===== config.mk =====
export PLATFORM = sky130hd
export DESIGN_NAME = dlx_fetch_unit
export DESIGN_NICKNAME = d
export VERILOG_FILES = /design/src/rtl/dlx_pkg.sv /design/src/rtl/dlx_if_id_reg.sv /design/src/rtl/dlx_fetch_unit.sv
export SDC_FILE = /design/constraint.sdc
export NUM_CORES = 1
export LEC_CHECK = 0
export CAP_MARGIN = 10
export CORE_UTILIZATION = 34
export DETAILED_ROUTE_END_ITERATION = 7
export PLACE_DENSITY = 0.81
export SLEW_MARGIN = 20
export SYNTH_ARGS = -nofsm -noshare
export SYNTH_HDL_FRONTEND = slang
export SYNTH_SLANG_ARGS = --single-unit

===== constraint.sdc =====
create_clock -name clk_i -period 2.3 [get_ports clk_i]
set_clock_uncertainty 0.15 [all_clocks]
set_input_delay 0.46 -clock clk_i [delete_from_list [all_inputs] [get_ports clk_i]]
set_output_delay 0.46 -clock clk_i [all_outputs]
set_load 0.05 [all_outputs]

===== src/rtl/dlx_pkg.sv =====
// Shared encodings for the DLX fetch slice: NOP, TRAP opcode, opcode field and fetch states.
package dlx_pkg;

  localparam logic [31:0] NOP     = 32'h0000_0000;
  localparam logic [5:0]  OP_TRAP = 6'b010001;
  localparam int          OP_MSB  = 31;
  localparam int          OP_LSB  = 26;

  typedef enum logic [1:0] {
    ST_BOOT = 2'd0,
    ST_RUN  = 2'd1,
    ST_HALT = 2'd2
  } fetch_state_e;

  function automatic logic is_trap(input logic [31:0] inst);
    return inst[OP_MSB:OP_LSB] == OP_TRAP;
  endfunction

endpackage


===== src/rtl/dlx_if_id_reg.sv =====
// IF/ID pipeline register; a bubble request wins over a load, neither means hold.
module dlx_if_id_reg
  import dlx_pkg::*;
#(
  parameter int ADDR_W = 6
) (
  input  logic              clk_i,
  input  logic              rst_n_i,
  input  logic              load_i,
  input  logic              bubble_i,
  input  logic [31:0]       inst_i,
  input  logic [ADDR_W-1:0] pc_i,
  output logic [31:0]       inst_o,
  output logic [ADDR_W-1:0] pc_o,
  output logic              valid_o
);

  always_ff @(posedge clk_i or negedge rst_n_i) begin
    if (!rst_n_i) begin
      inst_o  <= NOP;
      pc_o    <= '0;
      valid_o <= 1'b0;
    end else if (bubble_i) begin
      inst_o  <= NOP;
      pc_o    <= '0;
      valid_o <= 1'b0;
    end else if (load_i) begin
      inst_o  <= inst_i;
      pc_o    <= pc_i;
      valid_o <= 1'b1;
    end
  end

endmodule


===== src/rtl/dlx_fetch_unit.sv =====
// DLX instruction fetch: BOOT/RUN/HALT sequencer driving the ROM address and IF/ID register.
// Optional FETCH_PERF_CNT_EN adds fetch_cnt_o, a count of valid IF/ID loads.
module dlx_fetch_unit
  import dlx_pkg::*;
#(
  parameter int          ADDR_W   = 6,
  parameter int unsigned PC_RESET = 0
) (
  input  logic        clk_i,
  input  logic        rst_n_i,
  input  logic        stall_i,
  input  logic        redirect_i,
  input  logic [31:0] redirect_pc_i,
  output logic [31:0] rom_addr_o,
  input  logic [31:0] rom_data_i,
  output logic [31:0] inst_o,
  output logic [31:0] pc_o,
  output logic [31:0] npc_o,
  output logic        valid_o,
`ifdef FETCH_PERF_CNT_EN
  output logic        halted_o,
  output logic [31:0] fetch_cnt_o
`else
  output logic        halted_o
`endif
);

  localparam logic [ADDR_W-1:0] PC_RST = PC_RESET[ADDR_W-1:0];

  fetch_state_e      state_q, state_d;
  logic [ADDR_W-1:0] pc_q, pc_d;
  logic [ADDR_W-1:0] ifid_pc;
  logic              load, bubble;
  logic              unused_redirect_hi;

  assign unused_redirect_hi = ^redirect_pc_i[31:ADDR_W];

  // Redirect overrides stall and any TRAP seen in the same cycle.
  always_comb begin
    state_d = state_q;
    pc_d    = pc_q;
    load    = 1'b0;
    bubble  = 1'b0;
    if (redirect_i) begin
      state_d = ST_RUN;
      pc_d    = redirect_pc_i[ADDR_W-1:0];
      bubble  = 1'b1;
    end else begin
      case (state_q)
        ST_BOOT: state_d = ST_RUN;
        ST_RUN: begin
          if (!stall_i) begin
            load = 1'b1;
            if (is_trap(rom_data_i)) state_d = ST_HALT;
            else                     pc_d    = pc_q + ADDR_W'(1);
          end
        end
        ST_HALT: bubble = !stall_i;
        default: state_d = ST_BOOT;
      endcase
    end
  end

  always_ff @(posedge clk_i or negedge rst_n_i) begin
    if (!rst_n_i) begin
      state_q <= ST_BOOT;
      pc_q    <= PC_RST;
    end else begin
      state_q <= state_d;
      pc_q    <= pc_d;
    end
  end

  dlx_if_id_reg #(.ADDR_W(ADDR_W)) u_if_id (
    .clk_i    (clk_i),
    .rst_n_i  (rst_n_i),
    .load_i   (load),
    .bubble_i (bubble),
    .inst_i   (rom_data_i),
    .pc_i     (pc_q),
    .inst_o   (inst_o),
    .pc_o     (ifid_pc),
    .valid_o  (valid_o)
  );

  assign rom_addr_o = 32'(pc_q);
  assign pc_o       = 32'(ifid_pc);
  assign npc_o      = 32'(ADDR_W'(ifid_pc + ADDR_W'(1)));
  assign halted_o   = (state_q == ST_HALT);

`ifdef FETCH_PERF_CNT_EN
  logic [31:0] fetch_cnt_q;

  always_ff @(posedge clk_i or negedge rst_n_i) begin
    if (!rst_n_i)                 fetch_cnt_q <= '0;
    else if (load && !bubble)     fetch_cnt_q <= fetch_cnt_q + 32'd1;
  end

  assign fetch_cnt_o = fetch_cnt_q;
`endif

endmodule


==> impl_metrics.env <==
export IMPL_cp_max_fo=5
export IMPL_grt_max_degree=48
export IMPL_final_setup_viol_count=0
export IMPL_diodes=0
export IMPL_met2WireLength_mm=2.97
export IMPL_ios=198
export IMPL_power_leakage_nw=1.76
export IMPL_place_gp_congestion=0.755
export IMPL_drcViolationCount=0
export IMPL_yosys_warnings=0
export IMPL_arrival_ns=1.60
export IMPL_antenna_left=0
export IMPL_ir_drop_mv=0.239
export IMPL_reg2regPathDepth=4
export IMPL_synth_area_leaders="dfrtp_1 (45%), buf_4 (22%), a22o_1 (11%), a22oi_1 (2.3%), nor2_1 (2.3%)"
export IMPL_final_common_cell="clkdlybuf4s50_1"
export IMPL_clock_sinks=47
export IMPL_avgViaCountPerCell=4.24
export IMPL_muxShareOfSynthArea_pct=1.28
export IMPL_htree_levels=2
export IMPL_worst_setup_path_end_kind="output pin"
export IMPL_clockRootBuffer="clkbuf_8"
export IMPL_finalPower_mw=2.35
export IMPL_final_cell_mix="clkdlybuf4s50_1 (83), conb_1 (78), dfrtp_1 (47)"
export IMPL_syn_area_um2=2630
export IMPL_final_util_pct=48.9
export IMPL_crit_buf_inv=1
export IMPL_status="complete, no violations"
export IMPL_worst_pin_slew_ns=0.666
export IMPL_maxUsedRoutingLayer="met4"
export IMPL_nFillCells=689
export IMPL_synthDistinctLibCells=32
export IMPL_num_rows=31
export IMPL_ys_seq_area_share_pct=44.7
export IMPL_min_path_type="input pin to async pin"
export IMPL_gr_total_overflow=0
export IMPL_synth_top_family_by_area="buffers and inverters"
export IMPL_cts_setup_buffers=0
export IMPL_min_period_over_period_pct=96.3
export IMPL_synth_fa_ha_area_share_pct=0.951
export IMPL_ctsLongestPathBuffers=2
export IMPL_finalHoldViolCount=0
export IMPL_synth_top_area_share_pct=44.7
export IMPL_rsz0062_at_grt="no"
export IMPL_startpoint_type="flip-flop"
export IMPL_clkTransAtPathRegs_ns=0.09
export IMPL_grt_pass1_vias=1798
export IMPL_syn_area_per_cell_um2=10.6
export IMPL_power_density_nw_per_um2=653
export IMPL_required_ns=1.69
export IMPL_fmax_mhz=452
export IMPL_final_layout_size_suffix_gt1_share_pct=11.1
export IMPL_reg2reg_slack_ns=0.45
export IMPL_initial_core_util_pct=35.7
export IMPL_reg2reg_to="pc_q[1]"
export IMPL_yosys_area_share_simple_pct=6.33
export IMPL_maxCapViolCount=0
export IMPL_nets=419
export IMPL_grt_usage_pct=13.8
export IMPL_criticalPathCategory="flip-flop to output pin"
export IMPL_slew_viol_final=0
export IMPL_synthCells=248
export IMPL_die_h_um=90.0
export IMPL_grt_pass1_wl_mm=8.98
export IMPL_die_area_um2=8090
export IMPL_slew_headroom_pct=55.5
export IMPL_drt_total_wl_mm=5.52
export IMPL_dr_wl_met3_um=365
export IMPL_synthXorXnorAreaFrac_pct=2.66
export IMPL_critPathMaxStageDelay_ns=0.85
export IMPL_die_w_um=90.0
export IMPL_crit_start="pc_q[0]"
export IMPL_cts_buffers_inserted=5
export IMPL_crit_slowest_cell="clkdlybuf4s50_1"
export IMPL_critical_path_top_delay_family="buffers and inverters"
export IMPL_cp_cell_sequence="clkdlybuf4s50_1"
export IMPL_ys_ff_latch=47
export IMPL_area_growth_synth_to_final_pct=37.2
export IMPL_core_area_um2=7370
export IMPL_layout_min_cycle_time_ns=2.21
export IMPL_drt_initial_drc_count=70
export IMPL_worstReg2RegStart="state_q[0]"
export IMPL_port_buffers=93
export IMPL_vias=1906
export IMPL_met1Wirelength_mm=2.13
export IMPL_cts_tree="built"
export IMPL_antenna_found_initial=0
export IMPL_clk_latency_ns=0.30
export IMPL_synth_top_cell_by_area="dfrtp_1"
export IMPL_wl_per_cell_um=12.3
export IMPL_synth_compound_gate_area_share_pct=19.3
export IMPL_drtPass1Iterations=4
export IMPL_dp_hpwl_mm=4.23
[power by group]
group / switching (mW) / total (mW) / internal [mW]
registers: 0.0538 / 0.935 / 0.881
clock network: 0.288 / 0.506 / 0.219
logic: 0.649 / 0.913 / 0.264
total: 0.990 / 2.35 / 1.36
[what timing repair did]
item / CTS / global route
endpoints found under the setup margin: 0 / 3
resized for setup: 0 / 3
hold buffers: 0 / 0
[layout make-up]
type / count / area, um^2 / area share [%]
inverters: 5 / 18.8 / 0.520
multi-input cells: 185 / 1130 / 31.3
well taps: 99 / 124 / 3.43
clock buffers: 6 / 72.6 / 2.01
flip-flops and latches: 47 / 1180 / 32.6
repair buffers: 105 / 1070 / 29.7
clock inverters: 2 / 16.3 / 0.451
[synthesized netlist by cell type]
library cell	instances
and2_1	2
a211oi_4	1
dfrtp_1	47
a31oi_1	1
nor2b_1	1
mux2_2	3
xor2_1	3
a21o_1	1
or3b_4	1
nand2b_1	2
conb_1	1
a22oi_1	8
xnor2_1	5
inv_1	5
and4bb_2	1
a22o_1	32
buf_2	4
a2bb2oi_1	6
nand2_1	3
a211oi_1	1
o31a_1	1
a21oi_1	4
a21oi_4	1
nand3_1	3
ha_1	2
clkbuf_1	6
nor2_1	16
buf_4	78
a211o_1	1
o21ai_0	4
or2_2	1
and3_1	3
[how the worst max path moves through the flow]
stage | endpoint | slack [ns] | cells past startpoint
floorplan | npc_o[2] | 0.007 | 2
global placement | u_if_id.inst_o[18] | -0.22 | 4
detailed placement | pc_q[1] | -0.1 | 5
CTS | pc_o[3] | 0.04 | 1
global route | npc_o[0] | 0.02 | 2
finish | rom_addr_o[0] | 0.09 | 1
[sequential cells by signal (all words and copies together) (netlist names)]
signal	count
u_if_id.valid_o	1
pc_q	6
state_q	2
u_if_id.inst_o	32
u_if_id.pc_o	6
[stage by stage]
stage | setup slack (ns) | instance area [um^2] | instances | hold slack, ns | TNS, ns
3_5_place_dp | -0.0963 | 3510 | 441 | 0.341 | -0.234
4_1_cts | 0.0438 | 3600 | 449 | 0.103 | 0
5_1_grt | 0.0230 | 3610 | 449 | 0.137 | 0
2_1_floorplan | 0.00723 | 2940 | 325 | 0.0144 | 0
6_report | 0.0853 | 3610 | 449 | 0.0868 | 0
3_3_place_gp | -0.220 | 3510 | 441 | 0.340 | -6.39
[kinds of logic after synthesis]
family	after synthesis
compound gates	61
xor+xnor	8
fa+ha+maj	2
buf+inv	93
flops	47
mux	3
other cells	1
simple gates	33
[routing by layer]
metal	vias to the layer above	GRT usage, %
met5	-	0
met3	6	4.23
met4	0	3.76
met1	908	16.1
met2	89	24.4
li1	903	-
No activity file was read; power rests on OpenSTA's default activity.
